$ cat src/rtl/if_fetch_unit.sv
// if_fetch_unit: instruction fetch stage with miss wait and redirect drain handling.
// Optional IF_FETCH_PERF_CNT_EN adds a saturating miss_cycles counter port.
module if_fetch_unit #(
    parameter logic [31:0] RESET_PC = 32'h0000_0000
) (
    input  logic        clk,
    input  logic        rst,
    input  logic        stallF,
    input  logic        pcsrcE,
    input  logic [31:0] pctargetE,
    output logic        ic_req,
    output logic [31:0] ic_addr,
    input  logic        ic_ready,
    input  logic [31:0] ic_rdata,
    output logic [31:0] instrF,
    output logic [31:0] PCF,
    output logic [31:0] PCplus4F,
    output logic        fetch_bubble,
`ifdef IF_FETCH_PERF_CNT_EN
    output logic [31:0] miss_cycles,
`endif
    output logic        fetch_busy
);
    typedef enum logic [1:0] {FETCH, MISS_WAIT, DRAIN} state_t;

    localparam logic [31:0] NOP = 32'h0000_0013;

    state_t      state, state_n;
    logic [31:0] pc, pc_n, pending, pending_n, tgt, adv;
    logic        deliver;

    assign tgt      = {pctargetE[31:2], 2'b00};
    assign adv      = pcsrcE ? tgt : stallF ? pc : pc + 32'd4;
    assign deliver  = ic_ready && state != DRAIN;
    assign ic_req   = !rst;
    assign ic_addr  = pc;
    assign PCF      = pc;
    assign PCplus4F = pc + 32'd4;
    assign instrF   = deliver ? ic_rdata : NOP;
    assign fetch_bubble = !deliver;
    // The first miss cycle is already waiting on the cache, so busy covers it too.
    assign fetch_busy   = state != FETCH || !ic_ready;

    always_comb begin
        state_n   = state;
        pc_n      = pc;
        pending_n = pending;
        case (state)
            FETCH: begin
                if (ic_ready || pcsrcE) pc_n = adv;
                if (!ic_ready && !pcsrcE) state_n = MISS_WAIT;
            end
            MISS_WAIT: begin
                if (ic_ready) begin
                    pc_n    = adv;
                    state_n = FETCH;
                end else if (pcsrcE) begin
                    pending_n = tgt;
                    state_n   = DRAIN;
                end
            end
            DRAIN: begin
                if (pcsrcE) pending_n = tgt;
                if (ic_ready) begin
                    pc_n    = pcsrcE ? tgt : pending;
                    state_n = FETCH;
                end
            end
            default: state_n = FETCH;
        endcase
    end

    always_ff @(posedge clk) begin
        if (rst) begin
            state   <= FETCH;
            pc      <= RESET_PC;
            pending <= 32'h0;
        end else begin
            state   <= state_n;
            pc      <= pc_n;
            pending <= pending_n;
        end
    end

`ifdef IF_FETCH_PERF_CNT_EN
    always_ff @(posedge clk) begin
        if (rst)
            miss_cycles <= 32'h0;
        else if (state != FETCH && miss_cycles != 32'hFFFF_FFFF)
            miss_cycles <= miss_cycles + 32'd1;
    end
`endif
endmodule

$ cat config.mk
export PLATFORM = sky130hd
export DESIGN_NAME = if_fetch_unit
export DESIGN_NICKNAME = d
export VERILOG_FILES = /design/src/rtl/if_fetch_unit.sv
export SDC_FILE = /design/constraint.sdc
export NUM_CORES = 1
export LEC_CHECK = 0
export ABC_AREA = 1
export BUFFER_PORTS_ARGS = -buffer_cell sky130_fd_sc_hd__buf_2
export CORE_UTILIZATION = 40
export DETAILED_ROUTE_END_ITERATION = 6
export GPL_TIMING_DRIVEN = 0
export MAX_ROUTING_LAYER = met4
export PLACE_DENSITY = 0.7
export SLEW_MARGIN = 30
export SYNTH_ARGS = -nofsm -noshare
export SYNTH_HDL_FRONTEND = slang
export SYNTH_SLANG_ARGS = --single-unit
export TNS_END_PERCENT = 30
$ cat constraint.sdc
create_clock -name clk -period 1.8 [get_ports clk]
set_input_delay 0.18 -clock clk [delete_from_list [all_inputs] [get_ports clk]]
set_output_delay 0.18 -clock clk [all_outputs]
set_load 0.01 [all_outputs]
---- After elaboration in Yosys (flattened, before gate mapping) ----
Cells that the tools add are included.
storage, ports and cells
  register bits ........................... 66
  output and inout port bits .............. 131
  input port bits ......................... 69
  logic and storage cells ................. 43
cells by class
  reduce and logical (&&, ||, !) cells .... 15
  mux-type cells .......................... 15
  $add $sub $neg .......................... 1
  equal/unequal tests ..................... 9
operator list
  operator               number
  $mux 32                8
  $pmux 32 s3            1
  $pmux 32 s2            1
  $add 32x3->32 const B  1
  $ne 2x2->1 const B     6
  $mux 2                 4
  $pmux 2 s3             1
  $logic_not 1->1        4
  $reduce_and 4->1       1
  $reduce_bool 2->1      2
  $ne 3x3->1 const B     1
  $reduce_and 3->1       1
  $reduce_bool 3->1      1
  $eq 2x1->1 const B     1
  $eq 2x2->1 const B     1
  $logic_and 1x1->1      2
  $logic_not 2->1        1
  $logic_or 1x1->1       2
  $reduce_and 2->1       1

---- Longest topological paths before layout ----
  word-level depth ........................ 5
  gate-level depth with buffers ........... 10

---- Worst setup path before layout ----
No wires, ideal clock.
  path kind ............................... reg2reg
  start point ............................. reg pc[3] (netlist: PCF[3])
  end point ............................... reg pc[18] (netlist: PCF[18])
  required time ........................... 1730 ps
  cell stages (with the launch flop) ...... 9
  period minus slack after synthesis ...... 1644 ps
  setup slack ............................. 156 ps
  arrival ................................. 1574 ps
  path through ............................ dfxtp_1 ha_1 nand2_1 nor2_1 nand2_2 nor2_4 xor2_1 nand2_1 a21oi_1
on the way
  longest elaborated chain between the ends .. 5
  elaborated cells on any way between the ends .. 6
  classes of those cells .................. add/sub (1); mux (5)
RTL lines
  item                               RTL line  text
  start: declaration                 29        logic [31:0] pc, pc_n, pending, pending_n, tgt, adv;
  start signal: assignment           80        pc <= pc_n;
  $add 32x3->32 *                    --
  via PCplus4F[18]                   17        output logic [31:0] PCplus4F,
  $mux 32 * (2 in a row)             33        assign adv = pcsrcE ? tgt : stallF ? pc : pc + 32'd4;
  $mux 32, on equally long branches  54, 50
  $pmux 32 s3 *                      48        case (state)
The timed path passes the listed nets; every way through them passes the cells marked *. The select of a mux whose other input is x is not followed.
A chain may end at the register's enable or synchronous reset.

---- Worst setup path after layout ----
  start point ............................. reg pc[6] (netlist: PCF[6])
  end point ............................... out PCplus4F[18]
on the way
  longest elaborated chain between the ends .. 1
RTL lines
  item              RTL line  text
  $add 32x3->32     38        assign PCplus4F = pc + 32'd4;
  end: declaration  17
No other way between the ends.

==> metrics.txt <==
internal power=0.00268 W; RSZ-0062 raised after global routing=yes; Layout Nets=982; critical path startpoint category=register; power share of the combinational group=0.293; clock input transition at the sequential cells of the worst setup and hold paths=80 ps; fin area=0.00621 mm2; sequential share of power=0.415; net switching power figure=0.00141 W; Worst EP required=1620 ps; H-tree depth=3; Max Fclk=507 MHz; clk_lat worst skew=350 ps; die area=0.0113 mm2; Placed Area=0.00550 mm2; Post-Route Skew=8.86 ps; number of library cell types mapped by synthesis=35; CTS Buffer Depth=2; Post-Syn Area=0.00435 mm2; grt ovf=0; Worst-Margin Slew=521 ps; most common cell after layout, fill and taps aside=buf_2; Die Ht=106 um; TritonCTS clock tree=built; vias in the first global route=4,304; initial antenna violation count=0; Avg Cell Area, Syn=6.36 um2; Yosys warning total=0; failing checks=negative setup slack; Power Dens Cells=659 mW/mm2; Clock Power Share=0.291; Slew headroom=0.653; die span in x=106 um; Vias=5,115; Final period util=1.10; dpl ws=-92.6 ps; Ports=200; WL per Instance=13.8 um; Worst R2R Path Depth=11; area delta synth->final=42.8%; clock sinks=66; CTS root buffer=clkbuf_8; Pins Over Slew Limit=0; most frequent cells in the layout=buf_2 (199), nand2_1 (148), nor2_1 (89); Initial Util=0.417; first-pass GRT wire length=21,600 um; DP HPWL=10,800 um; final non-filler cell total=1,053; # DRC=0; Hold Crit Class=in -> reg; syn nets=753; Finished Core Util=0.596; Antenna Violating Nets Remaining=0; Seq/Total Area, Yosys=0.304; Antenna diodes=0; Worst EP arrival=1790 ps; routability cong.=0.843; switching part of the total=0.344; hold path cells=2; fillers=1,027; synthesized flop and latch total=66; share of cells above drive strength 1=0.430; final critical-path required period=1970 ps; num rows=37; largest net degree at the start of global routing=13; type of the worst setup path=reg -> out; total CTS buffers=9; hold-fix buffers at CTS=0; drt first pass iters=5; fin worst setup slack=-174 ps; initial DRC count=376; Final Hold Viols=0; Port Buffer Count=197; status=finished with violations; GRT Resource Usage Total=0.249; Syn Inst Count=683; maximum VDD drop=0.442 mV; Max-Cap Viols=0; static leakage=3.07 nW; Worst Path Max Fanout=6; setup violators final=17; CP endpoint kind=primary output; placed insts=1,016; Core Region=0.0104 mm2; Vias/cell=4.86; total wire length=14,500 um
## flip-flops by register name, indices dropped and copies added (netlist names)
| register | flops |
|---|---|
| pending | 32 |
| PCF | 32 |
| state | 2 |
## layer usage
| layer | up-vias | wire length [um] | share of wire | track usage |
|---|---|---|---|---|
| li1 | 2596 | - | - | - |
| met1 | 2301 | 6400 | 0.44 | 0.334 |
| met2 | 195 | 6900 | 0.47 | 0.385 |
| met3 | 23 | 969 | 0.067 | 0.0356 |
| met4 | 0 | 267 | 0.018 | 0.0774 |
| met5 | - | 0 | 0 | - |
## through the flow
stage	hold slack (ps)	power, W	setup TNS, ps
floorplan	257	0.00234	0
global placement	423	0.00279	-334
detailed placement	425	0.00280	-288
CTS	45.8	0.00404	-1120
global route	59.4	0.00429	-3180
finish	60.0	0.00409	-1270
## final cells by class
type                    count  area (um2)  area share
plain buffers              64         432      0.0696
multi-input cells         472        2540       0.410
clock inverters             5        37.5     0.00605
flip-flops and latches     66        1400       0.225
inverters                  81         304      0.0490
repair buffers            218        1170       0.188
clock buffers              11         151      0.0244
well taps                 136         170      0.0274
## cell families after synthesis
family	share of synthesized area
buffers and inverters	0.166
flip-flops	0.304
AO/OA/AOI/OAI	0.187
AND/OR/NAND/NOR	0.309
adder cells (fa/ha/maj)	0.00288
XOR/XNOR	0.0302
## path summary, 6_finish.rpt
path              start           end  slack (ps)
max              PCF[6]  PCplus4F[18]        -170
min            ic_ready      state[0]          60
max reg2reg      PCF[3]       PCF[15]          10
min reg2reg  pending[0]    pending[0]         450
## power groups by stage
stage / sequential [W] / clock (W) / combinational [W]
4_1_cts: 0.00169 / 0.00121 / 0.00114
3_5_place_dp: 0.00172 / 0 / 0.00108
5_1_grt: 0.00171 / 0.00127 / 0.00131
3_3_place_gp: 0.00172 / 0 / 0.00108
6_report: 0.00170 / 0.00119 / 0.00120
2_1_floorplan: 0.00171 / 0 / 0.000627
## Yosys cell counts (all sizes together)
cell type	count	area (um2)
a21oi	37	223
a22oi	4	30.0
a311oi	2	17.5
a31oi	12	75.1
and2	3	18.8
buf	47	354
clkbuf	17	63.8
dfxtp	66	1320
ha	1	12.5
inv	81	304
nand2	164	636
nand3	16	85.1
nand3b	8	60.1
nand4	2	12.5
nor2	116	504
nor3	2	10.0
o211ai	2	15.0
o21ai	74	385
o22ai	11	68.8
or2	3	18.8
xnor2	5	43.8
xor2	10	87.6
## worst max-delay path, cell delays in order, from the launching register on
cell and delay (ps):
dfxtp_4 400, nand2_1 170, nor2_2 190, nand2_4 110
nor2_4 200, xor2_2 200, buf_2 160
## timing repair
| item | CTS | global route |
|---|---|---|
| pin swaps | 18 | 27 |
| buffers inserted | 13 | 8 |
| resized for setup | 70 | 46 |
| setup endpoints to repair | 58 | 67 |
| gates cloned | 0 | 0 |
Power figures use the tool's default switching activity.
